File: config.mk
export PLATFORM = sky130hd
export DESIGN_NAME = fp_hazard_unit
export DESIGN_NICKNAME = d
export VERILOG_FILES = /design/src/rtl/hazard_pkg.sv /design/src/rtl/hazard_fwd_sel.sv /design/src/rtl/fp_hazard_unit.sv
export SDC_FILE = /design/constraint.sdc
export NUM_CORES = 1
export LEC_CHECK = 0
export CAP_MARGIN = 10
export CELL_PAD_IN_SITES_DETAIL_PLACEMENT = 1
export CELL_PAD_IN_SITES_GLOBAL_PLACEMENT = 2
export CORE_ASPECT_RATIO = 0.5
export CORE_MARGIN = 4
export CORE_UTILIZATION = 14
export DETAILED_ROUTE_END_ITERATION = 6
export PLACE_DENSITY = 0.74
export SYNTH_ARGS = -nofsm -noshare
export SYNTH_HDL_FRONTEND = slang
export SYNTH_SLANG_ARGS = --single-unit
File: constraint.sdc
create_clock -name clk -period 1.4 [get_ports clk]
set_input_delay 0.14 -clock clk [delete_from_list [all_inputs] [get_ports clk]]
set_output_delay 0.14 -clock clk [all_outputs]
set_load 0.02 [all_outputs]
File: src/rtl/hazard_pkg.sv
// ---------------------------------------------------------------------------
// hazard_pkg
// Shared encodings for the floating-point hazard controller.
//   FWD_*   : operand forward-select codes driven onto ForwardAE/BE/CE
//   CLS_*   : register class tag carried with every register index
//   fpuState_t : states of the multi-cycle FPU hold FSM
// ---------------------------------------------------------------------------
package hazard_pkg;

    localparam logic [1:0] FWD_RF  = 2'b00;
    localparam logic [1:0] FWD_WB  = 2'b01;
    localparam logic [1:0] FWD_MEM = 2'b10;

    localparam logic CLS_INT = 1'b0;
    localparam logic CLS_FP  = 1'b1;

    typedef enum logic {
        IDLE = 1'b0,
        BUSY = 1'b1
    } fpuState_t;

    // Integer x0 is hardwired to zero and must never take part in a hazard;
    // FP f0 is an ordinary register and does.
    function automatic logic isHardZero(input logic isZeroIdx, input logic cls);
        return isZeroIdx && (cls != CLS_FP);
    endfunction

endpackage

File: src/rtl/hazard_fwd_sel.sv
// ---------------------------------------------------------------------------
// hazard_fwd_sel
// Forward-select for one EX source operand. MEM wins over WB; a producer
// only matches when both index and register class agree.
// Ports:
//   i_rs, i_fs                     EX source index / class
//   i_rdM, i_fpRdM, i_regWriteM    MEM-stage destination
//   i_rdW, i_fpRdW, i_regWriteW    WB-stage destination
//   o_fwd                          FWD_RF / FWD_WB / FWD_MEM
// ---------------------------------------------------------------------------
module hazard_fwd_sel
    import hazard_pkg::*;
#(
    parameter int REG_AW = 5
) (
    input  logic [REG_AW-1:0] i_rs,
    input  logic              i_fs,
    input  logic [REG_AW-1:0] i_rdM,
    input  logic              i_fpRdM,
    input  logic              i_regWriteM,
    input  logic [REG_AW-1:0] i_rdW,
    input  logic              i_fpRdW,
    input  logic              i_regWriteW,
    output logic [1:0]        o_fwd
);

    logic w_srcHardZero;
    logic w_matchM;
    logic w_matchW;

    assign w_srcHardZero = isHardZero(i_rs == '0, i_fs);
    assign w_matchM = (i_rs == i_rdM) && (i_fs == i_fpRdM) && !w_srcHardZero;
    assign w_matchW = (i_rs == i_rdW) && (i_fs == i_fpRdW) && !w_srcHardZero;

    always_comb begin
        o_fwd = FWD_RF;
        if (i_regWriteM && w_matchM) begin
            o_fwd = FWD_MEM;
        end else if (i_regWriteW && w_matchW) begin
            o_fwd = FWD_WB;
        end
    end

endmodule

File: src/rtl/fp_hazard_unit.sv
// ---------------------------------------------------------------------------
// fp_hazard_unit
// Hazard controller for the five-stage core with FP extension: three-operand
// forwarding across int/FP files, load-use stall (lw/flw), a hold FSM for
// multi-cycle FPU ops in EX, and flushing on taken control transfers.
// Ports:
//   clk, reset (sync, active low)
//   Rs{1,2,3}D/FpS{1,2,3}D   decode sources    Rs{1,2,3}E/FpS{1,2,3}E  EX sources
//   RdE/FpRdE, ResultSrcE     EX destination / load flag (bit0)
//   FpMultiE, PCSrcE          multi-cycle FP op in EX / taken branch in EX
//   RdM/FpRdM/RegWriteM, RdW/FpRdW/RegWriteW   MEM and WB producers
//   ForwardAE/BE/CE           operand selects
//   StallF/D/E, FlushD/E/M    pipeline register controls
//   FpuBusy                   hold FSM is in BUSY
//   LoadStallCnt, FpuStallCnt, FlushCnt   only with HAZARD_STATS_EN
// Optional feature macro: HAZARD_STATS_EN (saturating event counters).
// ---------------------------------------------------------------------------
module fp_hazard_unit
    import hazard_pkg::*;
#(
    parameter int REG_AW  = 5,
    parameter int FPU_LAT = 4,
    parameter int CNT_W   = 32
) (
    input  logic              clk,
    input  logic              reset,
    input  logic [REG_AW-1:0] Rs1D,
    input  logic [REG_AW-1:0] Rs2D,
    input  logic [REG_AW-1:0] Rs3D,
    input  logic              FpS1D,
    input  logic              FpS2D,
    input  logic              FpS3D,
    input  logic [REG_AW-1:0] Rs1E,
    input  logic [REG_AW-1:0] Rs2E,
    input  logic [REG_AW-1:0] Rs3E,
    input  logic              FpS1E,
    input  logic              FpS2E,
    input  logic              FpS3E,
    input  logic [REG_AW-1:0] RdE,
    input  logic              FpRdE,
    input  logic [1:0]        ResultSrcE,
    input  logic              FpMultiE,
    input  logic              PCSrcE,
    input  logic [REG_AW-1:0] RdM,
    input  logic              FpRdM,
    input  logic              RegWriteM,
    input  logic [REG_AW-1:0] RdW,
    input  logic              FpRdW,
    input  logic              RegWriteW,
    output logic [1:0]        ForwardAE,
    output logic [1:0]        ForwardBE,
    output logic [1:0]        ForwardCE,
    output logic              StallF,
    output logic              StallD,
    output logic              StallE,
    output logic              FlushD,
    output logic              FlushE,
    output logic              FlushM,
`ifdef HAZARD_STATS_EN
    output logic [CNT_W-1:0]  LoadStallCnt,
    output logic [CNT_W-1:0]  FpuStallCnt,
    output logic [CNT_W-1:0]  FlushCnt,
`endif
    output logic              FpuBusy
);

    // Counter only has to reach FPU_LAT-2; keep at least one bit so the
    // FPU_LAT <= 2 builds stay legal.
    localparam int CW = (FPU_LAT > 2) ? $clog2(FPU_LAT) : 1;
    localparam logic [CW-1:0] CNT_START = (FPU_LAT > 1) ? CW'(FPU_LAT - 2) : '0;
    localparam logic MULTI_CYCLE = (FPU_LAT > 1);

    fpuState_t      r_state;
    fpuState_t      w_nextState;
    logic [CW-1:0]  r_cnt;
    logic [CW-1:0]  w_nextCnt;
    logic           w_fpuStall;
    logic           w_lwStall;
    logic           w_unusedResultSrc;

    assign w_unusedResultSrc = ResultSrcE[1];

    // ---------------- forwarding ----------------
    hazard_fwd_sel #(.REG_AW(REG_AW)) u_fwdA (
        .i_rs(Rs1E), .i_fs(FpS1E),
        .i_rdM(RdM), .i_fpRdM(FpRdM), .i_regWriteM(RegWriteM),
        .i_rdW(RdW), .i_fpRdW(FpRdW), .i_regWriteW(RegWriteW),
        .o_fwd(ForwardAE)
    );

    hazard_fwd_sel #(.REG_AW(REG_AW)) u_fwdB (
        .i_rs(Rs2E), .i_fs(FpS2E),
        .i_rdM(RdM), .i_fpRdM(FpRdM), .i_regWriteM(RegWriteM),
        .i_rdW(RdW), .i_fpRdW(FpRdW), .i_regWriteW(RegWriteW),
        .o_fwd(ForwardBE)
    );

    hazard_fwd_sel #(.REG_AW(REG_AW)) u_fwdC (
        .i_rs(Rs3E), .i_fs(FpS3E),
        .i_rdM(RdM), .i_fpRdM(FpRdM), .i_regWriteM(RegWriteM),
        .i_rdW(RdW), .i_fpRdW(FpRdW), .i_regWriteW(RegWriteW),
        .o_fwd(ForwardCE)
    );

    // ---------------- load-use ----------------
    function automatic logic loadMatch(input logic [REG_AW-1:0] rs, input logic fs);
        return (rs == RdE) && (fs == FpRdE) && !isHardZero(rs == '0, fs);
    endfunction

    assign w_lwStall = ResultSrcE[0] &&
                       (loadMatch(Rs1D, FpS1D) || loadMatch(Rs2D, FpS2D) ||
                        loadMatch(Rs3D, FpS3D));

    // ---------------- FPU hold FSM ----------------
    always_ff @(posedge clk) begin
        if (!reset) begin
            r_state <= IDLE;
            r_cnt   <= '0;
        end else begin
            r_state <= w_nextState;
            r_cnt   <= w_nextCnt;
        end
    end

    // In the release cycle (BUSY, cnt==0) FpMultiE still shows the finishing
    // op, so it is deliberately not looked at there.
    always_comb begin
        w_nextState = r_state;
        w_nextCnt   = r_cnt;
        case (r_state)
            IDLE: begin
                if (FpMultiE && MULTI_CYCLE) begin
                    w_nextState = BUSY;
                    w_nextCnt   = CNT_START;
                end
            end
            BUSY: begin
                if (r_cnt != '0) begin
                    w_nextCnt = r_cnt - CW'(1);
                end else begin
                    w_nextState = IDLE;
                end
            end
            default: begin
                w_nextState = IDLE;
                w_nextCnt   = '0;
            end
        endcase
    end

    always_comb begin
        w_fpuStall = 1'b0;
        if (reset) begin
            case (r_state)
                IDLE:    w_fpuStall = FpMultiE && MULTI_CYCLE;
                BUSY:    w_fpuStall = (r_cnt != '0);
                default: w_fpuStall = 1'b0;
            endcase
        end
    end

    assign FpuBusy = (r_state == BUSY);

    // ---------------- stall / flush ----------------
    // A held EX slot cannot contain a branch, so PCSrcE is masked by the hold.
    assign StallF = w_lwStall | w_fpuStall;
    assign StallD = w_lwStall | w_fpuStall;
    assign StallE = w_fpuStall;
    assign FlushM = w_fpuStall;
    assign FlushE = (w_lwStall | PCSrcE) & ~w_fpuStall;
    assign FlushD = PCSrcE & ~w_fpuStall;

`ifdef HAZARD_STATS_EN
    logic [CNT_W-1:0] r_loadStallCnt;
    logic [CNT_W-1:0] r_fpuStallCnt;
    logic [CNT_W-1:0] r_flushCnt;

    // Saturating event counters; they stick at all-ones instead of wrapping.
    always_ff @(posedge clk) begin
        if (!reset) begin
            r_loadStallCnt <= '0;
            r_fpuStallCnt  <= '0;
            r_flushCnt     <= '0;
        end else begin
            if (w_lwStall && (r_loadStallCnt != '1))
                r_loadStallCnt <= r_loadStallCnt + CNT_W'(1);
            if (w_fpuStall && (r_fpuStallCnt != '1))
                r_fpuStallCnt <= r_fpuStallCnt + CNT_W'(1);
            if (PCSrcE && !w_fpuStall && (r_flushCnt != '1))
                r_flushCnt <= r_flushCnt + CNT_W'(1);
        end
    end

    assign LoadStallCnt = r_loadStallCnt;
    assign FpuStallCnt  = r_fpuStallCnt;
    assign FlushCnt     = r_flushCnt;
`else
    localparam int unusedCntW = CNT_W;
`endif

endmodule

Word level (Yosys, flattened, before mapping)
Cells that the tools add are included.

word-level totals
  flip-flop bits (word level) = 3
  input port bits = 62
  output and inout port bits = 13
  word-level logic and storage cells = 96

operators by class
  add/sub/neg operators = 1
  eq/ne operators = 20
  multiplexer cells = 14
  bitwise gates (word level) = 12
  reductions and logical operators = 47

operators with widths
  kind                                                                     number
  5-bit equality test                                                      9
  1-bit logical AND                                                        31
  5-bit zero test                                                          6
  2-bit 2-to-1 mux                                                         5
  1-bit equality test                                                      9
  1-bit inverter                                                           8
  1-bit zero test                                                          6
  1-bit 2-to-1 mux                                                         6
  1-bit one-hot mux with 2 select lines                                    2
  2-bit one-hot mux with 2 select lines                                    1
  1-bit AND                                                                2
  1-bit logical OR                                                         2
  2-bit by 1-bit inequality test with 1-bit output, second input constant  1
  2-bit inequality test, second input constant                             1
  1-bit OR                                                                 2
  2-bit AND reduction                                                      1
  2-bit nonzero test                                                       1
  2-bit by 1-bit subtractor with 2-bit output, second input constant       1

Longest topological paths before layout
Gate-level depths: netlist of run 1.

  word-level depth = 9
  depth in mapped cells = 7
  depth with buffers taken out = 6

Modules after synthesis
Synthesis of run 1 repeated with hierarchy kept, for this count alone.

second synthesis, totals
  cells, all modules = 112
  area, all modules = 887.1 µm²

modules (own cells, without submodules)
  module          instances  cells an instance  area an instance (µm²)  seq. area each (µm²)
  hazard_fwd_sel  3          20                 156.4                   0.0
  fp_hazard_unit  1          52                 417.9                   60.1

Worst setup path after synthesis of run 1
No wires, ideal clock.

  kind = flip-flop to output port
  start point = reg r_cnt[0]
  end point = out StallF
  arrival = 1.997 ns
  data required time = 1.260 ns
  setup slack = -0.737 ns
  cell stages (with the launch flop) = 8
  buffers on the path = 1
  cells stage by stage = dfxtp_1 inv_1 ha_1 nand2b_1 a21boi_1 a21oi_1 a21oi_1 buf_4

on the way
  longest elaborated chain between the ends = 4

ends and longest elaborated chain
  element                                line                   source
  from (decl)                            fp_hazard_unit.sv:75   logic [CW-1:0] r_cnt;
  from (signal assigned)                 fp_hazard_unit.sv:121  r_cnt <= w_nextCnt;
  2-bit nonzero test                     fp_hazard_unit.sv:156  BUSY: w_fpuStall = (r_cnt != '0);
  1-bit one-hot mux with 2 select lines  fp_hazard_unit.sv:154  case (r_state)
  1-bit 2-to-1 mux                       fp_hazard_unit.sv:153  if (reset) begin
  via FlushM                             fp_hazard_unit.sv:58   output logic FlushM,
  1-bit OR                               --
  to (decl)                              fp_hazard_unit.sv:53   output logic StallF,

The timed path passes the listed nets, and every way through them passes these cells.

Final worst setup path of run 1
  start point = in RdE[1]
  end point = out FlushE

on the way
  longest elaborated chain between the ends = 8
  elaborated cells on any way between the ends = 14
  classes of those cells = eq/ne (3); bitwise (2); reduce/logical (9)

ends and longest elaborated chain
  element                          line                   source
  from (decl)                      fp_hazard_unit.sv:39   input logic [REG_AW-1:0] RdE,
  5-bit equality test              fp_hazard_unit.sv:107  return (rs == RdE) && (fs == FpRdE) && !isHardZero(rs == '0, fs);
  1-bit logical AND (2 in series)  fp_hazard_unit.sv:107
  1-bit logical OR                 fp_hazard_unit.sv:111  (loadMatch(Rs1D, FpS1D) || loadMatch(Rs2D, FpS2D) ||
  1-bit logical OR *               fp_hazard_unit.sv:111
  1-bit logical AND *              fp_hazard_unit.sv:110  assign w_lwStall = ResultSrcE[0] &&
  1-bit OR *                       fp_hazard_unit.sv:170  assign FlushE = (w_lwStall | PCSrcE) & ~w_fpuStall;
  1-bit AND *                      fp_hazard_unit.sv:170
  to (decl)                        fp_hazard_unit.sv:57   output logic FlushE,

Every way passes the cells marked *; elsewhere a longest branch is shown, timed or not.

==> results.cfg, run 1 <==
[logic_synthesis]
synth-main-ff-cell = dfxtp_1
synth-xor-area-share = 0.5324
syn_nets = 175
netlist_top_cells_area = xnor2_1, dfxtp_1, nand4_1, or4_1, nand3_1
yosys-mux-area-fraction = 0
synth_seq_cells = 3
synth_top_family_by_area = XOR/XNOR gates
syn_area_um2 = 888.4
syn_area_per_cell_um2 = 7.932
synth_most_common_cell = xnor2_1
netlist_instances = 112
yosysTopAreaCell = xnor2_1
async_flop_share = 0
synth_compound_area_frac = 0.1028
yosysUniqueCellTypes = 26
synth_fa_ha_area_frac = 0.01408
synth_edf_count = 0
synth_common_cells = xnor2_1, nand4_1, nand3_1
ys_seq_area_frac = 0.06761
yosysTopAreaCellShare = 0.4930
ys_warn_count = 0
yosys.area_share.simple = 0.2535

[critical_path]
endpoint_kind = output pin
arrival_ns = 1.50
path_class = primary input to output pin
cp-start-kind = primary input
required_ns = 1.26
slowest_stage = or4_4
max_stage_delay_ns = 0.54
cp_top_family = compound AO/OA/AOI/OAI gates
cp_max_fo = 2
crit_chain = buf_6 -> or4_4 -> o311a_4 -> a21oi_2 -> a211oi_2 -> buf_4
path_buf_inv = 2

[finish]
diodes = 0
area_delta_synth_final_pct = 168.3
fin_cells = 325
fin_nets = 301
drive_gt1_frac = 0.5316

[grt]
grt_pass1_wl_um = 7341
grt_max_degree = 6
overflow = 0
antenna_found_initial = 0
track_usage = 0.1142
first_global_vias = 1494

[die]
num_rows = 20
die_h_um = 64.33
core_area_um2 = 6106
die_area_um2 = 7761
num_io_pins = 75
initial_core_util = 0.1455
die_w_um = 120.7

[clock_network]
path_clk_slew_ns = 0.03
cts-root-buf = clkbuf_16
cts_tree = done
cts_sinks = 3
htreeDepth = 1
cts_buffers = 3
worstSkewPairLatency_ns = 0.22
cts_buffer_depth = 2

[place]
port_buffers = 73
gp_congestion = 0.8484
hpwlAfterDp_um = 3853
placedCellCount = 312

[sta]
setup_viol = 12
holdWs_ns = 0.5663
setup_ws_ns = -0.2359
final_hold_viol_count = 0
fin_skew_ns = 0.001245
tightest_slew_ns = 0.2609
fmax_mhz = 611.3
slew_violations = 0
slew_headroom = 0.8244
period_minus_slack_ns = 1.636
rsz0062_at_grt = true
min_period_over_period = 1.168

[run_status]
violations = setup timing
status = complete, but fails checks

[power]
p_per_area_nw_per_um2 = 512.7
vdd_drop_max_v = 0.0003836
p_leak_nw = 1.028

[route]
drt_iter0_markers = 13
detail_route.wl_per_cell_um = 14.02
post-route-drc-count = 0
postRouteWirelength_um = 4555
vias_per_cell = 4.098
via_count = 1332
antenna_left = 0
drt_pass1_iterations = 3

[run]
cap_violations = 0

[min_path]
hold_path_class = flip-flop to flip-flop
## flip-flops by register name, indices dropped and copies added (netlist names)
register and flops:
FpuBusy 1, r_cnt 2
## final cells by class
type	count	area [um2]
multi-input cells	104	1057
well taps	88	110.1
fillers	742	3722
clock buffers	4	78.83
inverters	3	11.26
flip-flops and latches	3	62.56
repair buffers	123	1064
## timing repair
| item | in CTS | in global routing |
|---|---|---|
| gates cloned | 0 | 0 |
| resized for setup | 190 | 41 |
| buffers inserted | 11 | 3 |
| pin swaps | 27 | 37 |
| setup endpoints to repair | 12 | 13 |
| hold buffers | 0 | 0 |
## layout by cell type, fill, tap and decap left out, types with 6 or more instances in the layout
cell type / synthesis / final
buf_4: 2 / 49
xnor2_1: 50 / 45
buf_6: 0 / 22
dlygate4sd2_1: 0 / 13
buf_2: 0 / 9
dlymetal6s2s_1: 0 / 9
nand4_1: 8 / 8
clkdlybuf4s50_1: 0 / 8
nand3_1: 7 / 7
clkbuf_2: 0 / 7
nor3_4: 0 / 6
## path summary, 6_finish.rpt
check | startpoint | end | slack, ns | depth (start not counted)
worst min-delay path | r_cnt[1] | r_cnt[1] | 0.57 | 3
worst max register to register | r_cnt[0] | r_cnt[0] | 0.10 | 8
worst min register to register | r_cnt[1] | r_cnt[1] | 0.57 | 3
worst max-delay path | RdE[1] | FlushE | -0.24 | 6
## report_power, final
group | leakage [nW] | internal (mW) | switching, mW
Clock | 0.0382 | 0.376 | 0.0758
Sequential | 0.0255 | 0.0935 | 0.00446
Combinational | 0.964 | 0.390 | 0.283
## worst reg2reg max path: stages (launching register included)
cell      delay (ns)
dfxtp_2         0.32
inv_2           0.04
ha_4            0.14
nand2b_4        0.14
buf_4           0.13
buf_4           0.13
nand3_1         0.07
o21ai_0         0.07
and2_1          0.15
## per-stage QoR
stage	utilization	worst slack, ns	TNS, ns	area (um2)	power (mW)
after floorplan	-	-0.1385	-0.4077	1021	0.3524
after global placement	0.3523	-1.027	-9.209	2151	0.7217
after detailed placement	0.3523	-1.083	-9.550	2151	0.7361
after CTS	0.3789	-0.2982	-2.242	2313	1.212
after global routing	0.3904	-0.2908	-2.190	2384	1.294
final	0.3904	-0.2359	-1.444	2384	1.222
## cells by family (layout without fill, tap and decap cells)
logic type                 after synthesis  in the layout
adders and majority gates                1              1
DFF                                      3              3
buffers and inverters                    5            130
AOI/OAI and AO/OA                       13             13
xor gates and xnor gates                54             54
and+or+nand+nor                         36             36
## metal layers
| metal | track usage | vias up | wire (um) |
|---|---|---|---|
| met5 | 0 | - | 0 |
| met4 | 0.01977 | 0 | 29 |
| met3 | 0.02476 | 2 | 279 |
| met2 | 0.2224 | 52 | 2314 |
| met1 | 0.1292 | 621 | 1932 |
| li1 | - | 657 | - |
No activity file was read; power rests on OpenSTA's default activity.
==> run 2, diff against run 1 <==
--- a/config.mk
+++ b/config.mk
@@ -13,6 +13,7 @@
 export CORE_UTILIZATION = 14
 export DETAILED_ROUTE_END_ITERATION = 6
 export PLACE_DENSITY = 0.74
+export SLEW_MARGIN = 30
 export SYNTH_ARGS = -nofsm -noshare
 export SYNTH_HDL_FRONTEND = slang
 export SYNTH_SLANG_ARGS = --single-unit
==> results of run 2 <==
The final DEF is identical to that of run 1; final timing and power are the same.
==> run 3, diff against run 2 <==
--- a/config.mk
+++ b/config.mk
@@ -12,8 +12,9 @@
 export CORE_MARGIN = 4
 export CORE_UTILIZATION = 14
 export DETAILED_ROUTE_END_ITERATION = 6
+export MAX_ROUTING_LAYER = met4
 export PLACE_DENSITY = 0.74
-export SLEW_MARGIN = 30
+export SLEW_MARGIN = 20
 export SYNTH_ARGS = -nofsm -noshare
 export SYNTH_HDL_FRONTEND = slang
 export SYNTH_SLANG_ARGS = --single-unit
==> run 3 against run 2 <==
The run still ends with setup timing left; largest cell class unchanged; largest power group unchanged; critical endpoint unchanged; cell count is the same; design area is the same; count of clock-buffer cells in the layout is the same; maximum frequency is the same; via count is the same; flip-flop and latch count is the same.
==> results.cfg, run 3 (synthesis results as in run 1) <==
[critical_path]
path_class = primary input to output pin
slowest_stage = or4_4
endpoint_kind = output pin
required_ns = 1.26
cp_max_fo = 2
cp-start-kind = primary input
cp_top_family = compound AO/OA/AOI/OAI gates
crit_chain = buf_6 -> or4_4 -> o311a_4 -> a21oi_2 -> a211oi_2 -> buf_4
path_buf_inv = 2
max_stage_delay_ns = 0.54
arrival_ns = 1.50

[clock_network]
cts-root-buf = clkbuf_16
worstSkewPairLatency_ns = 0.22
cts_tree = done
htreeDepth = 1
cts_buffers = 3
cts_sinks = 3
path_clk_slew_ns = 0.03
ctsHoldBuffers = 0
cts_buffer_depth = 2

[power]
p_per_area_nw_per_um2 = 512.7
clockPowerShare = 0.369
vdd_drop_max_v = 0.0003836
total_power_mw = 1.222
pwr-share-comb = 0.550
p_leak_nw = 1.028
p_switching_mw = 0.3630
p_seq_frac = 0.080
power.internal_mw = 0.8589
switching_share = 0.2971

[die]
core_area_um2 = 6106
die_area_um2 = 7761
initial_core_util = 0.1455
num_io_pins = 75
num_rows = 20
die_w_um = 120.7
die_h_um = 64.33

[place]
gp_congestion = 0.8618
hpwlAfterDp_um = 3853
port_buffers = 73
placed_area_um2 = 2151

[sta]
slew_violations = 0
setup_viol = 12
period_minus_slack_ns = 1.636
tightest_slew_ns = 0.2609
fin_skew_ns = 0.001245
fmax_mhz = 611.3
slew_headroom = 0.8244
final_hold_viol_count = 0
rsz0062_at_grt = true
setup_ws_ns = -0.2359
min_period_over_period = 1.168
setup-tns-final_ns = -1.445

[route]
post-route-drc-count = 0
via_count = 1332
antenna_left = 0
postRouteWirelength_um = 4556
vias_per_cell = 4.098
drt_iter0_markers = 13
drt_pass1_iterations = 3
detail_route.wl_per_cell_um = 14.02

[finish]
seq_area_um2 = 62.56
drive_gt1_frac = 0.5316
area_delta_synth_final_pct = 168.3
final_common_cell = buf_4
largest_reg_flops = 2
utilization = 0.3904
final_cell_mix = buf_4, xnor2_1, buf_6
finish.instance_area_um2 = 2384
n_fill_cell = 742
fin_nets = 301
diodes = 0
regMostFlops = r_cnt
multi_input_area_um2 = 1057

[grt]
antenna_found_initial = 0
first_global_vias = 1493
grt_max_degree = 6
overflow = 0
grt_pass1_wl_um = 7334
track_usage = 0.1173

[run_status]
violations = setup timing
status = complete, but fails checks

[min_path]
hold_path_class = flip-flop to flip-flop

[run]
cap_violations = 0
==> run 3: cell counts in the layout (fill, tap and decap cells not counted) <==
No cell type changed its count.
==> run 3: cell type report <==
| type | instances | area share |
|---|---|---|
| Clock buffer | 4 | 0.03307 |
| Inverter | 3 | 0.004724 |
| Multi-Input combinational cell | 104 | 0.4436 |
| Sequential cell | 3 | 0.02625 |
| Tap cell | 88 | 0.04619 |
| Timing Repair Buffer | 123 | 0.4462 |
==> run 3: power groups by stage <==
stage,clock (mW),sequential (mW),combinational [mW]
after global placement,0,0.0988,0.623
after CTS,0.459,0.0982,0.654
after floorplan,0,0.101,0.251
final,0.452,0.0980,0.672
after detailed placement,0,0.0991,0.637
after global routing,0.469,0.0989,0.726
==> run 3: final timing paths <==
check | start | to | slack [ns] | depth (start not counted)
worst max register to register | r_cnt[0] | r_cnt[0] | 0.10 | 8
worst min register to register | r_cnt[1] | r_cnt[1] | 0.57 | 3
worst min-delay path | r_cnt[1] | r_cnt[1] | 0.57 | 3
worst max-delay path | RdE[1] | FlushE | -0.24 | 6
==> run 3: routing by layer <==
metal	global-route usage	part of all wire	routed length, um	up-vias
li1	-	-	-	657
met1	0.1308	0.43	1954	621
met2	0.2224	0.51	2314	52
met3	0.02210	0.057	259	2
met4	0.01977	0.0064	29	0
met5	-	0	0	-
==> run 3: metrics by stage <==
step | setup WS (ns) | hold slack [ns] | std cells
finish | -0.2359 | 0.5663 | 325
global route | -0.2908 | 0.5943 | 325
CTS | -0.2982 | 0.5700 | 324
detailed placement | -1.083 | 0.4893 | 312
global placement | -1.027 | 0.4731 | 312
floorplan | -0.1385 | 0.2616 | 112
==> run 3: worst register-to-register path: stages, from the launching register on <==
cell and delay (ns):
dfxtp_2 0.32, inv_2 0.04, ha_4 0.14, nand2b_4 0.14
buf_4 0.13, buf_4 0.13, nand3_1 0.07, o21ai_0 0.07
and2_1 0.15
==> run 3: timing repair <==
action | in CTS | in global routing
gates resized for setup | 190 | 41
buffers inserted | 11 | 3
pin swaps | 27 | 37
endpoints found under the hold margin | 0 | 0
setup endpoints to repair | 12 | 13
